[config.mk]
export PLATFORM = sky130hd
export DESIGN_NAME = vdp_vram_slot_arbiter
export DESIGN_NICKNAME = d
export VERILOG_FILES = /design/src/rtl/vdp_arb_pkg.sv /design/src/rtl/vdp_arb_port.sv /design/src/rtl/vdp_vram_slot_arbiter.sv
export SDC_FILE = /design/constraint.sdc
export NUM_CORES = 1
export LEC_CHECK = 0
export BUFFER_PORTS_ARGS = -buffer_cell sky130_fd_sc_hd__buf_2
export CORE_UTILIZATION = 36
export CTS_BUF_LIST = sky130_fd_sc_hd__clkbuf_8
export CTS_CLUSTER_SIZE = 30
export DETAILED_ROUTE_END_ITERATION = 7
export GPL_TIMING_DRIVEN = 0
export HOLD_SLACK_MARGIN = 0.05
export PLACE_DENSITY_LB_ADDON = 0.25
export SYNTH_ARGS = -nofsm -noshare
export SYNTH_HDL_FRONTEND = slang
export SYNTH_SLANG_ARGS = --single-unit
[constraint.sdc]
create_clock -name CLK21M -period 2.6 [get_ports CLK21M]
set_input_delay 0.26 -clock CLK21M [delete_from_list [all_inputs] [get_ports CLK21M]]
set_output_delay 0.26 -clock CLK21M [all_outputs]
set_load 0.03 [all_outputs]
[src/rtl/vdp_arb_pkg.sv]
// Shared types and constants for the VDP VRAM slot arbiter.
package vdp_arb_pkg;

  localparam int VRAM_AW = 17;

  localparam logic [1:0] DS_BOUNDARY = 2'b10;
  localparam logic [1:0] DS_CAPTURE  = 2'b11;

  typedef enum logic [2:0] {
    GNT_IDLE,
    GNT_DISP,
    GNT_SPRITE,
    GNT_CPU,
    GNT_CMD
  } gnt_e;

endpackage

[src/rtl/vdp_arb_port.sv]
// One req/ack requester port: pending/re-arm, ACK pulse and read-data capture.
module vdp_arb_port
  import vdp_arb_pkg::*;
(
  input  logic       clk_i,
  input  logic       rst_i,
  input  logic [1:0] dotstate_i,
  input  logic       req_i,
  input  logic       we_i,
  input  logic       grant_i,
  input  logic [7:0] pramdat_i,
  output logic       pending_o,
  output logic       ack_o,
  output logic [7:0] rdata_o
);

  logic       busy_q, busy_d;
  logic       wr_q, wr_d;
  logic       ack_q, ack_d;
  logic [7:0] rdata_q, rdata_d;
  logic       capture;

  assign capture = (dotstate_i == DS_CAPTURE);

  // The ACK cycle doubles as the re-arm cycle: a still-high REQ is stale there.
  assign pending_o = req_i & ~ack_q;
  assign ack_o     = ack_q;
  assign rdata_o   = rdata_q;

  always_comb begin
    busy_d  = busy_q;
    wr_d    = wr_q;
    ack_d   = 1'b0;
    rdata_d = rdata_q;
    if (grant_i) begin
      busy_d = 1'b1;
      wr_d   = we_i;
    end else if (capture && busy_q) begin
      busy_d = 1'b0;
      ack_d  = 1'b1;
      if (!wr_q) rdata_d = pramdat_i;
    end
  end

  always_ff @(posedge clk_i or posedge rst_i) begin
    if (rst_i) begin
      busy_q  <= 1'b0;
      wr_q    <= 1'b0;
      ack_q   <= 1'b0;
      rdata_q <= 8'h00;
    end else begin
      busy_q  <= busy_d;
      wr_q    <= wr_d;
      ack_q   <= ack_d;
      rdata_q <= rdata_d;
    end
  end

endmodule

[src/rtl/vdp_vram_slot_arbiter.sv]
// Per-dot VRAM slot arbiter: display > sprite > round-robin(CPU, CMD), one access per dot.
module vdp_vram_slot_arbiter
  import vdp_arb_pkg::*;
#(
  parameter int CPU_MAX_WAIT = 8
) (
  input  logic               CLK21M,
  input  logic               RESET,
  input  logic [1:0]         DOTSTATE,
  input  logic               DISP_REQ,
  input  logic [VRAM_AW-1:0] DISP_ADR,
  input  logic               SP_ACC,
  input  logic [VRAM_AW-1:0] SP_ADR,
  input  logic               CPU_REQ,
  input  logic               CPU_WE,
  input  logic [VRAM_AW-1:0] CPU_ADR,
  input  logic [7:0]         CPU_WDATA,
  output logic               CPU_ACK,
  output logic [7:0]         CPU_RDATA,
  input  logic               CMD_REQ,
  input  logic               CMD_WE,
  input  logic [VRAM_AW-1:0] CMD_ADR,
  input  logic [7:0]         CMD_WDATA,
  output logic               CMD_ACK,
  output logic [7:0]         CMD_RDATA,
  output logic [VRAM_AW-1:0] VRAM_ADR,
  output logic               VRAM_WE,
  output logic [7:0]         VRAM_WDATA,
  input  logic [7:0]         PRAMDAT,
  output logic [2:0]         GRANT,
  output logic               WAIT_OVF,
  input  logic               WAIT_CLR
);

  localparam logic [7:0] MAX_WAIT = 8'(CPU_MAX_WAIT);

  gnt_e               grant_q, win;
  logic [VRAM_AW-1:0] adr_q, win_adr;
  logic               we_q, win_we;
  logic [7:0]         wdata_q, win_wdata;
  logic               last_cmd_q;
  logic [7:0]         cnt_q, cnt_d;
  logic               ovf_q, ovf_set;
  logic               boundary, cpu_pend, cmd_pend;

  assign boundary = (DOTSTATE == DS_BOUNDARY);

  vdp_arb_port u_cpu_port (
    .clk_i(CLK21M), .rst_i(RESET), .dotstate_i(DOTSTATE),
    .req_i(CPU_REQ), .we_i(CPU_WE), .grant_i(boundary && (win == GNT_CPU)),
    .pramdat_i(PRAMDAT), .pending_o(cpu_pend), .ack_o(CPU_ACK), .rdata_o(CPU_RDATA)
  );

  vdp_arb_port u_cmd_port (
    .clk_i(CLK21M), .rst_i(RESET), .dotstate_i(DOTSTATE),
    .req_i(CMD_REQ), .we_i(CMD_WE), .grant_i(boundary && (win == GNT_CMD)),
    .pramdat_i(PRAMDAT), .pending_o(cmd_pend), .ack_o(CMD_ACK), .rdata_o(CMD_RDATA)
  );

  always_comb begin
    win = GNT_IDLE;
    if (DISP_REQ)                  win = GNT_DISP;
    else if (SP_ACC)               win = GNT_SPRITE;
    else if (cpu_pend && cmd_pend) win = last_cmd_q ? GNT_CPU : GNT_CMD;
    else if (cpu_pend)             win = GNT_CPU;
    else if (cmd_pend)             win = GNT_CMD;
  end

  // Idle slots hold the previous address; only handshake ports carry write data.
  always_comb begin
    win_adr   = adr_q;
    win_we    = 1'b0;
    win_wdata = wdata_q;
    case (win)
      GNT_DISP:   win_adr = DISP_ADR;
      GNT_SPRITE: win_adr = SP_ADR;
      GNT_CPU: begin
        win_adr   = CPU_ADR;
        win_we    = CPU_WE;
        win_wdata = CPU_WDATA;
      end
      GNT_CMD: begin
        win_adr   = CMD_ADR;
        win_we    = CMD_WE;
        win_wdata = CMD_WDATA;
      end
      default: ;
    endcase
  end

  always_comb begin
    cnt_d   = cnt_q;
    ovf_set = 1'b0;
    if (!CPU_REQ) begin
      cnt_d = 8'h00;
    end else if (boundary) begin
      if (win == GNT_CPU) begin
        cnt_d = 8'h00;
      end else if (cpu_pend) begin
        if (cnt_q != MAX_WAIT) cnt_d = cnt_q + 8'd1;
        ovf_set = (cnt_d == MAX_WAIT);
      end
    end
  end

  always_ff @(posedge CLK21M or posedge RESET) begin
    if (RESET) begin
      grant_q    <= GNT_IDLE;
      adr_q      <= '0;
      we_q       <= 1'b0;
      wdata_q    <= 8'h00;
      last_cmd_q <= 1'b1;
      cnt_q      <= 8'h00;
      ovf_q      <= 1'b0;
    end else begin
      cnt_q <= cnt_d;
      ovf_q <= ovf_set | (ovf_q & ~WAIT_CLR);
      if (boundary) begin
        grant_q <= win;
        adr_q   <= win_adr;
        we_q    <= win_we;
        wdata_q <= win_wdata;
        if (win == GNT_CPU)      last_cmd_q <= 1'b0;
        else if (win == GNT_CMD) last_cmd_q <= 1'b1;
      end else if (DOTSTATE == DS_CAPTURE) begin
        // Write strobe drops one cycle early so the slot ends with WE low.
        we_q <= 1'b0;
      end
    end
  end

  assign GRANT      = grant_q;
  assign VRAM_ADR   = adr_q;
  assign VRAM_WE    = we_q;
  assign VRAM_WDATA = wdata_q;
  assign WAIT_OVF   = ovf_q;

endmodule
==> run summary <==
Syn Area/Cell - 10.5 sq um
Vias - 3006
Root Buffer - clkbuf_8
Worst Hold Class - input port to flop
CP Max Fanout - 10
DRC - 0
Actual slew at the worst max-slew pin - 0.756 ns
#FFs+latches synth - 61
Crit path largest cell delay - 0.54 ns
Status - complete, no violations
P&R area growth vs syn - 36.1%
Gpl congestion - 0.813
DRT Pass-1 Iters - 7
Critical path's slowest cell - a31oi_1
Worst Path Arrival - 2.30 ns
Placed instance area - 3950 sq um
H-tree Lvls - 3
Final Net Count - 558
Minimum clock period - 2.05 ns
Post-DR wirelength/cell - 15.7 um
Design Area, Final - 4160 sq um
Sink Count - 61
CP Capture Type - flop
Max Fclk - 489 MHz
Worst-case clock buffer depth - 2
Slew Viols, Final - 0
Worst setup SP type - flop
Post-synth EDFFs - 0
Gate Count Post-Synth - 292
Clock slew at reported path FFs - 0.07 ns
Max-Cap Viols - 0
Tcrit/Tclk final - 78.7%
Clock skew - 0.00810 ns
Final ANT Viol Nets - 0
First-pass GRT wire length - 13500 um
Kind of critical path - flop to flop
HPWL after DPL - 6500 um
Cell family with most CP delay - compound AO/OA/AOI/OAI gates
Ys async rst share - 100%
WL final - 8820 um
Antenna Diode Count - 0
Worst path most repeated cell - a31oi_1
Die area - 8860 sq um
CTS tree - done
Syn. warnings - 0
Share of Yosys cell area claimed by the top area cell type - 49.1%
Vias per Instance - 5.34
Vias in the first global route - 2781
CTS buffer count - 9
Post-Syn Area - 3060 sq um
Power per cell area - 756 nW/um^2
Largest net degree at the start of global routing - 34
Die Span Y - 94.1 um
Post-Syn Nets - 397
Synth cell types - 47
Total grt overflow - 0
Final TNS setup - 0 ns
DRT iter0 DRCs - 210
Skew-Pair Late Insertion Delay - 0.34 ns
P_leak - 1.96 nW
Worst Path Required - 2.85 ns
Boundary Pins - 151
Unrepaired setup endpoints after global routing - no
Top area cells in the synthesized netlist - dfrtp_1 (49%), mux2_2 (5.9%), a222oi_1 (4.3%)
Commonest register cell after synthesis - dfrtp_1
Seq/Total Area, Yosys - 50.0%
Initial Utilization - 37.2%
Tot GR Track Use - 20.3%
Worst Path Buf+Inv - 1
Die Wd - 94.1 um
Area leader, netlist - dfrtp_1
Rel. slew slack - 49.3%
Final Hold Viols - 0
Total core area - 8220 sq um
Initial antenna violation count - 0
Number of setup violations in the final report - 0
# rows - 33
Layout cells sized above 1 - 42.8%
IO Port Bufs - 148
VDD IR-drop max - 0.510 mV
CP cell instances - nand2b_1 -> a31oi_1 -> clkbuf_1 -> nor2_1 -> a31oi_1
[worst paths after layout]
| kind | startpoint | to | slack (ns) | cells past startpoint |
|---|---|---|---|---|
| max | u_cpu_port.ack_o$_DFF_PP0_ | VRAM_ADR[7]$_DFFE_PP0P_ | 0.55 | 5 |
| min | WAIT_CLR | WAIT_OVF$_DFF_PP0_ | 0.1 | 2 |
| max reg2reg | u_cpu_port.ack_o$_DFF_PP0_ | VRAM_ADR[7]$_DFFE_PP0P_ | 0.55 | 5 |
| min reg2reg | u_cmd_port.wr_q$_DFFE_PP0P_ | u_cmd_port.wr_q$_DFFE_PP0P_ | 0.49 | 1 |
| max in group asynchronous | RESET | last_cmd_q$_DFFE_PP1P_ | 1.38 | 4 |
| min in group asynchronous | RESET | u_cmd_port.rdata_o[1]$_DFFE_PP0P_ | 0.55 | 3 |
[per-layer routing]
| metal | share of wire [%] | track usage [%] | vias up |
|---|---|---|---|
| li1 | - | - | 1432 |
| met1 | 44 | 26.4 | 1438 |
| met2 | 47 | 31.7 | 123 |
| met3 | 7.5 | 5.83 | 13 |
| met4 | 1.5 | 7.95 | 0 |
| met5 | 0 | 0 | - |
[cells in the mapped netlist (3+ instances only)]
| cell type | number |
|---|---|
| a21oi_1 | 7 |
| a31oi_1 | 20 |
| clkbuf_1 | 14 |
| a222oi_1 | 13 |
| buf_2 | 4 |
| nor2_1 | 18 |
| a211oi_1 | 4 |
| dfrtp_1 | 60 |
| xnor2_1 | 4 |
| nand2_1 | 24 |
| o22ai_1 | 15 |
| nand2b_1 | 6 |
| a2bb2oi_1 | 8 |
| inv_1 | 14 |
| nor2b_1 | 4 |
| nand3_1 | 8 |
| a32o_1 | 5 |
| and3_1 | 3 |
| o21ai_0 | 11 |
| mux2_2 | 16 |
[placed cells by master, fill, tap and decap left out, types with 2 or more instances in the layout]
cell | synthesis | routed
o22ai_1 | 15 | 15
and4_1 | 2 | 2
a2bb2oi_1 | 8 | 8
clkbuf_8 | 0 | 10
nand4_1 | 2 | 2
a21oi_1 | 7 | 7
nor2_1 | 18 | 18
nand2b_1 | 6 | 6
o21ai_1 | 2 | 2
o21ai_0 | 11 | 11
a31oi_1 | 20 | 20
nand2_1 | 24 | 24
inv_1 | 14 | 13
a21boi_0 | 2 | 2
a32o_1 | 5 | 5
clkinv_2 | 0 | 2
a211oi_1 | 4 | 4
ha_1 | 2 | 2
dfrtp_1 | 60 | 60
nor2b_1 | 4 | 4
mux2_2 | 16 | 16
buf_2 | 4 | 152
a222oi_1 | 13 | 13
clkinvlp_4 | 0 | 3
o2bb2ai_1 | 2 | 2
buf_6 | 2 | 2
xnor2_1 | 4 | 4
and3_1 | 3 | 3
clkbuf_1 | 14 | 14
nand3_1 | 8 | 8
[state kept, by name, indices dropped and copies added (netlist names), 3 cells and up]
register            flops
GRANT                   3
u_cpu_port.rdata_o      8
VRAM_WDATA              8
u_cmd_port.rdata_o      8
VRAM_ADR               17
cnt_q                   8
[worst reg2reg max path, delay by kind of cell, from the launching register on]
| kind | cells | cell delay [ns] |
|---|---|---|
| AND/OR/NAND/NOR | 2 | 0.37 |
| AO/OA/AOI/OAI | 2 | 0.71 |
| flip-flops | 1 | 0.44 |
| buffers and inverters | 1 | 0.44 |
[logic make-up after synthesis]
kind of cell,after synthesis,synth area share (%)
flip-flops,61,50.0
buffers and inverters,35,5.32
adder cells (fa/ha/maj),2,0.819
AND/OR/NAND/NOR,74,12.7
XOR/XNOR,4,1.15
AO/OA/AOI/OAI,99,23.8
multiplexers,17,6.27
[report_power, final]
| group | internal [W] | leakage (nW) | switching (W) | total, W |
|---|---|---|---|---|
| sequential | 0.00115 | 0.751 | 0.0000992 | 0.00125 |
| combinational | 0.000371 | 1.11 | 0.000659 | 0.00103 |
| clock | 0.000465 | 0.0943 | 0.000397 | 0.000862 |
[repair_timing]
item                      in CTS  in global routing
hold buffers                   1                  0
hold endpoints to repair      28                  0
setup buffers                  0                  0
gates resized for setup        0                  0
[through the flow]
step / instances / setup slack [ns] / hold WS [ns] / power, W / util (%)
2_1_floorplan: 292 / 0.635 / 0.350 / 0.00195 / -
3_3_place_gp: 545 / 0.0253 / 0.456 / 0.00228 / 47.8
3_5_place_dp: 546 / 0.510 / 0.387 / 0.00230 / 48.0
4_1_cts: 563 / 0.568 / 0.0803 / 0.00318 / 50.6
5_1_grt: 563 / 0.423 / 0.0773 / 0.00330 / 50.6
6_report: 563 / 0.553 / 0.0982 / 0.00314 / 50.6
[cell type report]
class | instances | area [sq um]
Fill cell | 788 | 4060
Sequential cell | 61 | 1530
Multi-Input combinational cell | 196 | 1370
Timing Repair Buffer | 150 | 771
Clock buffer | 10 | 138
Tap cell | 105 | 131
Buffer | 21 | 110
Clock inverter | 6 | 62.6
Inverter | 14 | 52.6
Note: power is estimated with default switching activity, not from simulation.
